===== config.mk =====
export PLATFORM = sky130hd
export DESIGN_NAME = key_scan_interface
export DESIGN_NICKNAME = d
export VERILOG_FILES = /design/src/rtl/key_scan_interface_pkg.sv /design/src/rtl/key_debounce_frame.sv /design/src/rtl/key_scan_interface.sv
export SDC_FILE = /design/constraint.sdc
export NUM_CORES = 1
export LEC_CHECK = 0
export BUFFER_PORTS_ARGS = -buffer_cell sky130_fd_sc_hd__buf_4
export CAP_MARGIN = 20
export CORE_MARGIN = 1
export CORE_UTILIZATION = 60
export DETAILED_ROUTE_END_ITERATION = 8
export PLACE_DENSITY = 0.89
export REMOVE_ABC_BUFFERS = 1
export SYNTH_ARGS = -nofsm -noshare
export SYNTH_HDL_FRONTEND = slang
export SYNTH_SLANG_ARGS = --single-unit

===== constraint.sdc =====
create_clock -name clk -period 3.2 [get_ports clk]
set_clock_uncertainty 0.1 [all_clocks]
set_input_delay 0.64 -clock clk [delete_from_list [all_inputs] [get_ports clk]]
set_output_delay 0.64 -clock clk [all_outputs]
set_load 0.02 [all_outputs]

===== src/rtl/key_scan_interface_pkg.sv =====
// Shared constants and helpers for the matrix keypad scanner.
// Contents:
//   KP_ROWS, KP_COLS, KP_KEYS : keypad geometry (4x4 matrix, 16 keys)
//   KEY_W                     : width of a key code
//   DEF_SCAN_CYCLES           : per-column dwell, 1 ms at 50 MHz
//   DEF_DEBOUNCE_FRAMES       : identical frames needed to accept a change
//   key_index()               : row/column to linear key code (row*KP_COLS+col)
//   col_drive()               : active-low column drive pattern for one column
package key_scan_interface_pkg;

    localparam int KP_ROWS             = 4;
    localparam int KP_COLS             = 4;
    localparam int KP_KEYS             = KP_ROWS * KP_COLS;
    localparam int KEY_W               = 4;
    localparam int DEF_SCAN_CYCLES     = 50_000;
    localparam int DEF_DEBOUNCE_FRAMES = 4;

    function automatic logic [KEY_W-1:0] key_index(input logic [1:0] row,
                                                   input logic [1:0] col);
        return KEY_W'(int'(row) * KP_COLS + int'(col));
    endfunction

    function automatic logic [KP_COLS-1:0] col_drive(input logic [1:0] col);
        return ~(KP_COLS'(1) << col);
    endfunction

endpackage


===== src/rtl/key_debounce_frame.sv =====
// Frame-level debouncer and new-press encoder for the keypad scanner.
// A full raw frame arrives with frame_valid_i. The stable key map only follows
// the raw frame once it has been identical for DEBOUNCE_FRAMES frames in a row.
// Ports:
//   clk, rst_n    : clock, asynchronous active-low reset
//   frame_valid_i : one-cycle strobe, raw_i holds a complete frame
//   raw_i[15:0]   : raw sampled key map, bit[row*4+col] = pressed
//   keys_o[15:0]  : debounced key map
//   pressed_o     : OR of keys_o, registered alongside it
//   event_o       : one-cycle pulse, a new press was accepted this update
//   code_o[3:0]   : lowest-indexed newly pressed key, valid with event_o
module key_debounce_frame
    import key_scan_interface_pkg::*;
#(
    parameter int DEBOUNCE_FRAMES = DEF_DEBOUNCE_FRAMES
) (
    input  logic               clk,
    input  logic               rst_n,
    input  logic               frame_valid_i,
    input  logic [KP_KEYS-1:0] raw_i,
    output logic [KP_KEYS-1:0] keys_o,
    output logic               pressed_o,
    output logic               event_o,
    output logic [KEY_W-1:0]   code_o
);

    // DEBOUNCE_FRAMES is at most 15, so four bits always hold the count.
    localparam int               CNT_W   = 4;
    localparam logic [CNT_W-1:0] CNT_MAX = CNT_W'(DEBOUNCE_FRAMES - 1);

    logic [KP_KEYS-1:0] prev_q;
    logic [KP_KEYS-1:0] keys_q;
    logic [CNT_W-1:0]   same_cnt_q;
    logic [CNT_W-1:0]   same_cnt_d;
    logic               pressed_q;
    logic               event_q;
    logic [KEY_W-1:0]   code_q;

    logic [KP_KEYS-1:0] new_keys;
    logic               new_any;
    logic [KEY_W-1:0]   new_code;
    logic               update;

    // NOTE: every signal assigned in always_comb gets a default first, so no
    // path leaves it unassigned and no latch is inferred.
    always_comb begin
        same_cnt_d = '0;
        if (raw_i == prev_q) begin
            same_cnt_d = (same_cnt_q == CNT_MAX) ? same_cnt_q : same_cnt_q + 1'b1;
        end
    end

    assign update   = frame_valid_i && (same_cnt_d == CNT_MAX) && (raw_i != keys_q);
    assign new_keys = raw_i & ~keys_q;

    // Descending scan: the last hit written is the lowest index, which wins.
    always_comb begin
        new_code = '0;
        new_any  = 1'b0;
        for (int i = KP_KEYS - 1; i >= 0; i--) begin
            if (new_keys[i]) begin
                new_code = KEY_W'(i);
                new_any  = 1'b1;
            end
        end
    end

    // NOTE: sequential state uses non-blocking assignments only, so every
    // register sees the pre-edge values of the others.
    always_ff @(posedge clk or negedge rst_n) begin
        if (!rst_n) begin
            prev_q     <= '0;
            keys_q     <= '0;
            same_cnt_q <= '0;
            pressed_q  <= 1'b0;
            event_q    <= 1'b0;
            code_q     <= '0;
        end else begin
            event_q <= 1'b0;
            if (frame_valid_i) begin
                prev_q     <= raw_i;
                same_cnt_q <= same_cnt_d;
            end
            if (update) begin
                keys_q    <= raw_i;
                pressed_q <= |raw_i;
                event_q   <= new_any;
                code_q    <= new_code;
            end
        end
    end

    assign keys_o    = keys_q;
    assign pressed_o = pressed_q;
    assign event_o   = event_q;
    assign code_o    = code_q;

endmodule


===== src/rtl/key_scan_interface.sv =====
// 4x4 active-low matrix keypad scanner with debounce and a one-entry
// valid/ready key-code output.
// Ports:
//   clk, rst_n    : clock, asynchronous active-low reset
//   row_i[3:0]    : keypad rows, active low, asynchronous to clk
//   col_o[3:0]    : column drives, active low, one low outside reset
//   rdy_i         : consumer ready; transfer when valid_o & rdy_i
//   key_o[3:0]    : key code row*4+col, held while valid_o
//   valid_o       : key code pending
//   keys_o[15:0]  : debounced key map
//   pressed_o     : any debounced key down
//   ovf_o         : sticky, a press was dropped while a code was pending
module key_scan_interface
    import key_scan_interface_pkg::*;
#(
    parameter int SCAN_CYCLES     = DEF_SCAN_CYCLES,
    parameter int DEBOUNCE_FRAMES = DEF_DEBOUNCE_FRAMES
) (
    input  logic               clk,
    input  logic               rst_n,
    input  logic [KP_ROWS-1:0] row_i,
    output logic [KP_COLS-1:0] col_o,
    input  logic               rdy_i,
    output logic [KEY_W-1:0]   key_o,
    output logic               valid_o,
    output logic [KP_KEYS-1:0] keys_o,
    output logic               pressed_o,
    output logic               ovf_o
);

    localparam int            DW         = $clog2(SCAN_CYCLES);
    localparam logic [DW-1:0] DWELL_LAST = DW'(SCAN_CYCLES - 1);

    // Row synchronizer
    logic [KP_ROWS-1:0] row_sync1_q;
    logic [KP_ROWS-1:0] row_sync2_q;
    logic [KP_ROWS-1:0] row_act;

    // Scan sequencer
    logic               active_q;
    logic [DW-1:0]      dwell_q;
    logic [1:0]         col_q;
    logic [KP_COLS-1:0] col_o_q;
    logic [KP_KEYS-1:0] raw_q;
    logic               frame_done_q;

    // Handshake
    logic [KEY_W-1:0]   key_q;
    logic               valid_q;
    logic               ovf_q;

    logic               evt;
    logic [KEY_W-1:0]   evt_code;

    always_ff @(posedge clk or negedge rst_n) begin
        if (!rst_n) begin
            row_sync1_q <= '0;
            row_sync2_q <= '0;
        end else begin
            row_sync1_q <= row_i;
            row_sync2_q <= row_sync1_q;
        end
    end

    assign row_act = ~row_sync2_q;

    // The first cycle out of reset only turns the drive on, so column 0 gets a
    // full SCAN_CYCLES dwell starting at dwell = 0. Sampling in the last dwell
    // cycle leaves time for the pins to settle and pass the synchronizer.
    // NOTE: raw_q is a plain register bank and is reset with everything else;
    // there is no memory macro here that would forbid it.
    always_ff @(posedge clk or negedge rst_n) begin
        if (!rst_n) begin
            active_q     <= 1'b0;
            dwell_q      <= '0;
            col_q        <= '0;
            col_o_q      <= '1;
            raw_q        <= '0;
            frame_done_q <= 1'b0;
        end else begin
            frame_done_q <= 1'b0;
            if (!active_q) begin
                active_q <= 1'b1;
                col_o_q  <= col_drive(2'd0);
            end else if (dwell_q == DWELL_LAST) begin
                dwell_q <= '0;
                col_q   <= col_q + 2'd1;
                col_o_q <= col_drive(col_q + 2'd1);
                for (int r = 0; r < KP_ROWS; r++) begin
                    raw_q[key_index(2'(r), col_q)] <= row_act[r];
                end
                frame_done_q <= (col_q == 2'(KP_COLS - 1));
            end else begin
                dwell_q <= dwell_q + 1'b1;
            end
        end
    end

    key_debounce_frame #(
        .DEBOUNCE_FRAMES (DEBOUNCE_FRAMES)
    ) u_debounce (
        .clk           (clk),
        .rst_n         (rst_n),
        .frame_valid_i (frame_done_q),
        .raw_i         (raw_q),
        .keys_o        (keys_o),
        .pressed_o     (pressed_o),
        .event_o       (evt),
        .code_o        (evt_code)
    );

    // One-entry buffer: a new press may replace a code being consumed in the
    // same cycle, otherwise it is dropped and flagged.
    always_ff @(posedge clk or negedge rst_n) begin
        if (!rst_n) begin
            key_q   <= '0;
            valid_q <= 1'b0;
            ovf_q   <= 1'b0;
        end else if (evt) begin
            if (!valid_q || rdy_i) begin
                key_q   <= evt_code;
                valid_q <= 1'b1;
            end else begin
                ovf_q <= 1'b1;
            end
        end else if (valid_q && rdy_i) begin
            valid_q <= 1'b0;
        end
    end

    assign col_o   = col_o_q;
    assign key_o   = key_q;
    assign valid_o = valid_q;
    assign ovf_o   = ovf_q;

endmodule


=== Yosys cells after proc, flatten, opt, wreduce, memory -nomap -nowiden ===
Index checks and enable logic that the tools add are counted.
W data, S select, Z words.

* Input bits: 7
* Bits in registers: 96
* Logic and storage cells: 115

* $add $sub $neg: 6
* Muxes and demuxes: 55
* Bitwise operators: 5
* $lt $le $gt $ge: 8
* Shifts and indexed selects: 1
* Equality and inequality tests: 8
* Reduce and logical (&&, ||, !) cells: 15

{| class="wikitable"
|+ Operator list
! cell !! count
|-
| $mux W4 || 20
|-
| $bwmux W16 || 4
|-
| $mux W1 || 26
|-
| $add A16 B1 Y16 const B || 1
|-
| $and A16 B16 Y16 || 1
|-
| $eq A16 B16 Y1 || 1
|-
| $eq A16 B16 Y1 const B || 1
|-
| $mux W16 || 1
|-
| $ne A16 B16 Y1 || 1
|-
| $not A16 Y16 || 1
|-
| $reduce_or A16 Y1 || 1
|-
| $lt A4 B5 Y1 const B || 3
|-
| $demux W1 S4 || 3
|-
| $ge A4 B1 Y1 const B || 3
|-
| $add A4 B2 Y4 const A || 2
|-
| $eq A4 B2 Y1 const B || 2
|-
| $not A4 Y4 || 2
|-
| $reduce_and A2 Y1 || 4
|-
| $logic_and A1 B1 Y1 || 7
|-
| $lt A2 B5 Y1 const B || 1
|-
| $add A3 B2 Y4 const A || 1
|-
| $add A4 B1 Y4 const B || 1
|-
| $shl A1 B2 Y4 const A || 1
|-
| $add A2 B1 Y2 const B || 1
|-
| 9 further kinds || 9
|}

=== Logic depth before layout (Yosys ltp) ===
* Word-level depth: 19
* Gate-level depth with buffers: 8
* Depth with buffers taken out: 7

=== By module ===
Synthesis repeated with hierarchy kept, for this count alone.

* Cells, all modules: 390
* Area, all modules: 4633.2 µm²

{| class="wikitable"
|+ By module, submodules not included
! module !! area each (µm²) !! instances !! seq. area each (µm²) !! cells each
|-
| key_debounce_frame || 2447.3 || 1 || 1051.0 || 208
|-
| key_scan_interface || 2185.8 || 1 || 1356.3 || 182
|}

=== Worst setup path after synthesis ===
OpenSTA, ideal clock, no wires.

* Path kind: flip-flop to flip-flop
* From: register raw_q[9]
* To: register u_debounce.keys_q[10], in the netlist u_debounce.keys_o[10]
* Data arrival time: 2.137 ns
* Setup slack: 0.838 ns
* Required time: 2.975 ns
* Path buffers: 2
* Library setup time: 0.125 ns
* Cell stages (with the launch flop): 8
* Clock period less this slack: 2.362 ns
* Cell sequence: dfrtp_1 > xor2_1 > nor4_1 > nand4_1 > or4_1 > buf_2 > buf_6 > mux2_4

* Word-level cells in the longest chain between the ends: 5
* Elaborated cells on any way between the ends: 6
* Classes of those cells: 3 x eq/ne; 1 x mux; 2 x reduce/logical

{| class="wikitable"
|+ Ends and longest elaborated chain
! item !! line !! source
|-
| from (decl) || key_scan_interface.sv:44 || <nowiki>logic [KP_KEYS-1:0] raw_q;</nowiki>
|-
| from (signal, indexed assignment) || key_scan_interface.sv:90 || <nowiki>raw_q[key_index(2'(r), col_q)] <= row_act[r];</nowiki>
|-
| $eq A16 B16 Y1 || key_debounce_frame.sv:48 || <nowiki>if (raw_i == prev_q) begin</nowiki>
|-
| $mux W4 || key_debounce_frame.sv:48 ||
|-
| $eq A4 B2 Y1 || key_debounce_frame.sv:53 || <nowiki>assign update = frame_valid_i && (same_cnt_d == CNT_MAX) && (raw_i != keys_q);</nowiki>
|-
| $logic_and A1 B1 Y1 || key_debounce_frame.sv:53 ||
|-
| $logic_and A1 B1 Y1 (*) || key_debounce_frame.sv:53 ||
|-
| to (signal assigned) || key_debounce_frame.sv:85 || <nowiki>keys_q <= raw_i;</nowiki>
|-
| to (decl) || key_debounce_frame.sv:32 || <nowiki>logic [KP_KEYS-1:0] keys_q;</nowiki>
|}

Every way passes the cells marked *; elsewhere a longest branch is shown, timed or not.
A chain may end at the register's enable or synchronous reset.

=== Worst setup path in the final report ===
* From: register raw_q[9]
* To: register u_debounce.code_q[2], in the netlist u_debounce.code_o[2]

* Word-level cells in the longest chain between the ends: 11
* Elaborated cells on any way between the ends: 17
* Classes of those cells: 3 x eq/ne; 11 x mux; 1 x bitwise; 2 x reduce/logical

{| class="wikitable"
|+ Ends and longest elaborated chain
! item !! line !! source
|-
| $and A16 B16 Y16 || key_debounce_frame.sv:54 || <nowiki>assign new_keys = raw_i & ~keys_q;</nowiki>
|-
| $mux W4 (10 in a row) || key_debounce_frame.sv:61 || <nowiki>if (new_keys[i]) begin</nowiki>
|-
| to (signal assigned) || key_debounce_frame.sv:88 || <nowiki>code_q <= new_code;</nowiki>
|-
| to (decl) || key_debounce_frame.sv:37 || <nowiki>logic [KEY_W-1:0] code_q;</nowiki>
|}

Parallel ways exist; a longest one is shown, timed or not.

==> flow_summary_export.csv <==
group,metric,value,unit
sta,period_needed,2.77,ns
logic_synthesis,syn_area,4530,um2
worst_setup_path,critical_path_arrival,2.92,ns
clock_network,root_buffer,"clkbuf_8",
floorplan,io_pins,34,
clock_network,cts_tree,"yes",
floorplan,dieArea,7900,um2
detailed_routing,post_drt_wl_per_cell,17.0,um
logic_synthesis,synth-edff-count,0,
worst_setup_path,crit_family,"simple AND/OR/NAND/NOR gates",
logic_synthesis,synthCells,390,
detailed_routing,viasPerCell,5.76,
floorplan,die_x,88.9,um
clock_network,cts_sinks,96,
logic_synthesis,netlist-cell-type-count,45,
logic_synthesis,ys_warn_count,0,
clock_network,clkLatencyLatePin,0.36,ns
placed_design,place_area,4910,um2
logic_synthesis,yosysTopAreaCellShare,50.9,%
worst_setup_path,slowest_stage,"or4_1",
logic_synthesis,synth_commonest_cells,"dfrtp_1 (92), nor2_1 (34), nand2_1 (29), inv_1 (28), ha_1 (26)",
floorplan,start_util,62.1,%
finish,final_area,5120,um2
placed_design,routabilityCongestion,0.906,
clock_network,cts.reportedPaths.clkPinSlew,0.10,ns
global_route,grt_overflow_total,0,
global_route,grt_pass1_vias,3198,
sta,tightestPinTransition,0.677,ns
detailed_routing,drcViolationCount,0,
sta,fmax,361,MHz
finish,final_layout_size_suffix_gt1_share,24.4,%
finish,fill_cells,517,
placed_design,dpl.hpwl,6380,um
finish,multi_input_area,1970,um2
sta,maxSlewViolCount,0,
logic_synthesis,ys.flop_type,"dfrtp_1",
worst_setup_path,path_buf_inv,1,
detailed_routing,vias,3094,
hold_path,hp-class,"input port to async pin",
finish,regArea,2410,um2
logic_synthesis,synth.avg_cell_area,11.6,um2
detailed_routing,dr.pass1.iters,4,
floorplan,rows,31,
logic_synthesis,ys_seq_elements,96,
detailed_routing,antenna_left,0,
placed_design,port_buffers,33,
finish,final_nets,466,
job,max_cap_viol_count,0,
run_status,outcome,"finished clean",
clock_network,cts_repair_resize_count,0,
finish,diodes,0,
sta,setup_violations,0,
finish,area_growth,13.1,%
worst_setup_path,required,3.35,ns
worst_setup_path,start_kind,"flop",
floorplan,core-area,7290,um2
sta,rsz0062_at_grt,"no",
clock_network,cts_made_buffers,9,
global_route,grt_max_degree,54,
clock_network,ctsHoldBuffers,0,
clock_network,clockBufferDepth,2,
worst_setup_path,slowest_delay,0.58,ns
worst_setup_path,worst-setup-path-type,"flop to flop",
worst_setup_path,cp_max_fo,22,
floorplan,dieHeight,88.9,um
logic_synthesis,synth_area_leaders,"dfrtp_1 (51%), ha_1 (7.2%), mux2_4 (6.3%)",
clock_network,cts_setup_buffers,0,
logic_synthesis,synthArstFlopShare,100,%
logic_synthesis,ys_seq_area_share,53.2,%
sta,fin_crit_sh,86.7,%
finish,final_core_util,70.2,%
detailed_routing,first_iter_violations,167,
sta,hold_violations,0,
logic_synthesis,synth_area_leader_cell,"dfrtp_1",
sta,slew-limit-headroom,54.9,%
global_route,antenna_found_initial,0,
worst_setup_path,cp-end-kind,"flop",
power,power_density,430,nW/um2
detailed_routing,drt-total-wl,9110,um
power,leakage,2.62,nW
global_route,track_usage,25.8,%
sta,tns,0,ns
logic_synthesis,post-synth-top-count-cell,"dfrtp_1",
power,vdd_ir_drop_max,0.332,mV
clock_network,cts_max_level,3,
worst_setup_path,crit_path_cell_trace,"xor2_1 > nor4_1 > nand4_1 > or4_1 > buf_4 > mux2_4",
global_route,grt_pass1_wl,15200,um
==> area by class of cell <==
type	count	share of cell area (%)
repair buffers	40	6.11
clock inverters	6	1.34
inverters	28	2.05
flip-flops and latches	96	47.0
clock buffers	10	2.69
well taps	99	2.42
multi-input cells	258	38.4
==> cell families after synthesis <==
kind of cell             after synthesis  synth area share (%)
AND/OR/NAND/NOR                      114                  12.6
flip-flops                            96                  53.2
AO/OA/AOI/OAI                         46                  5.92
multiplexers                          43                  12.2
buffers and inverters                 36                  3.40
XOR/XNOR                              28                  5.42
adder cells (fa/ha/maj)               26                  7.19
other                                  1                0.0828
==> path summary, 6_finish.rpt <==
check	end	slack, ns	depth (start not counted)	from
worst min register to register	row_sync2_q[3]	0.26	0	row_sync1_q[3]
worst max register to register	u_debounce.code_o[2]	0.43	6	raw_q[9]
worst max-delay path	u_debounce.code_o[2]	0.43	6	raw_q[9]
worst min-delay path	u_debounce.keys_o[15]	0.20	1	rst_n
min in group clk	row_sync2_q[3]	0.26	0	row_sync1_q[3]
max in group asynchronous	col_o[3]	2.06	2	rst_n
==> cell usage in the layout (no fill, tap or decap), types with 2 or more instances in the layout <==
cell	netlist	final
dfrtp_1	92	92
buf_4	0	39
nor2_1	34	34
nand2_1	29	29
inv_1	28	28
ha_1	26	26
mux2_2	23	23
xor2_1	21	21
mux2_4	19	19
a21oi_1	17	17
o21ai_0	15	15
nor4_1	12	12
nand4_1	10	10
clkbuf_8	0	10
nand3_1	8	8
xnor2_1	7	7
nor3_1	4	4
dfstp_2	4	4
nor2b_1	3	3
clkinv_4	0	3
a31oi_1	2	2
or4b_2	2	2
and2_1	2	2
or2_2	2	2
o22ai_1	2	2
or3_1	2	2
==> routing by layer <==
metal | share of wire (%) | track usage [%] | vias up | wire length, um
met5 | 0 | 0 | - | 0
met4 | 2.5 | 13.2 | 0 | 232
met3 | 3.6 | 4.85 | 22 | 329
met2 | 49 | 42.0 | 92 | 4500
met1 | 44 | 33.2 | 1549 | 4040
li1 | - | - | 1431 | -
==> power by group <==
part           switching, mW  total, mW  internal [mW]  leakage, nW
sequential            0.0503       1.30           1.25         1.30
clock                  0.430      0.815          0.385        0.102
combinational         0.0523     0.0864         0.0341         1.23
total                  0.533       2.20           1.67         2.62
==> flip-flops by register name, indices dropped and copies added (netlist names), 2 cells and up <==
register / count
u_debounce.prev_q: 16
u_debounce.same_cnt_q: 4
col_q: 2
raw_q: 16
dwell_q: 16
key_o: 4
col_o: 4
row_sync1_q: 4
u_debounce.keys_o: 16
row_sync2_q: 4
u_debounce.code_o: 4
==> per-stage QoR <==
step                total power, mW  cells  hold WS (ns)  worst slack, ns
floorplan                      1.35    382         0.231            0.505
global placement               1.40    521         0.233            0.516
detailed placement             1.41    521         0.235            0.424
CTS                            2.21    537         0.233            0.446
global route                   2.28    537         0.258            0.350
finish                         2.20    537         0.202            0.427
No activity file was read; power rests on OpenSTA's default activity.
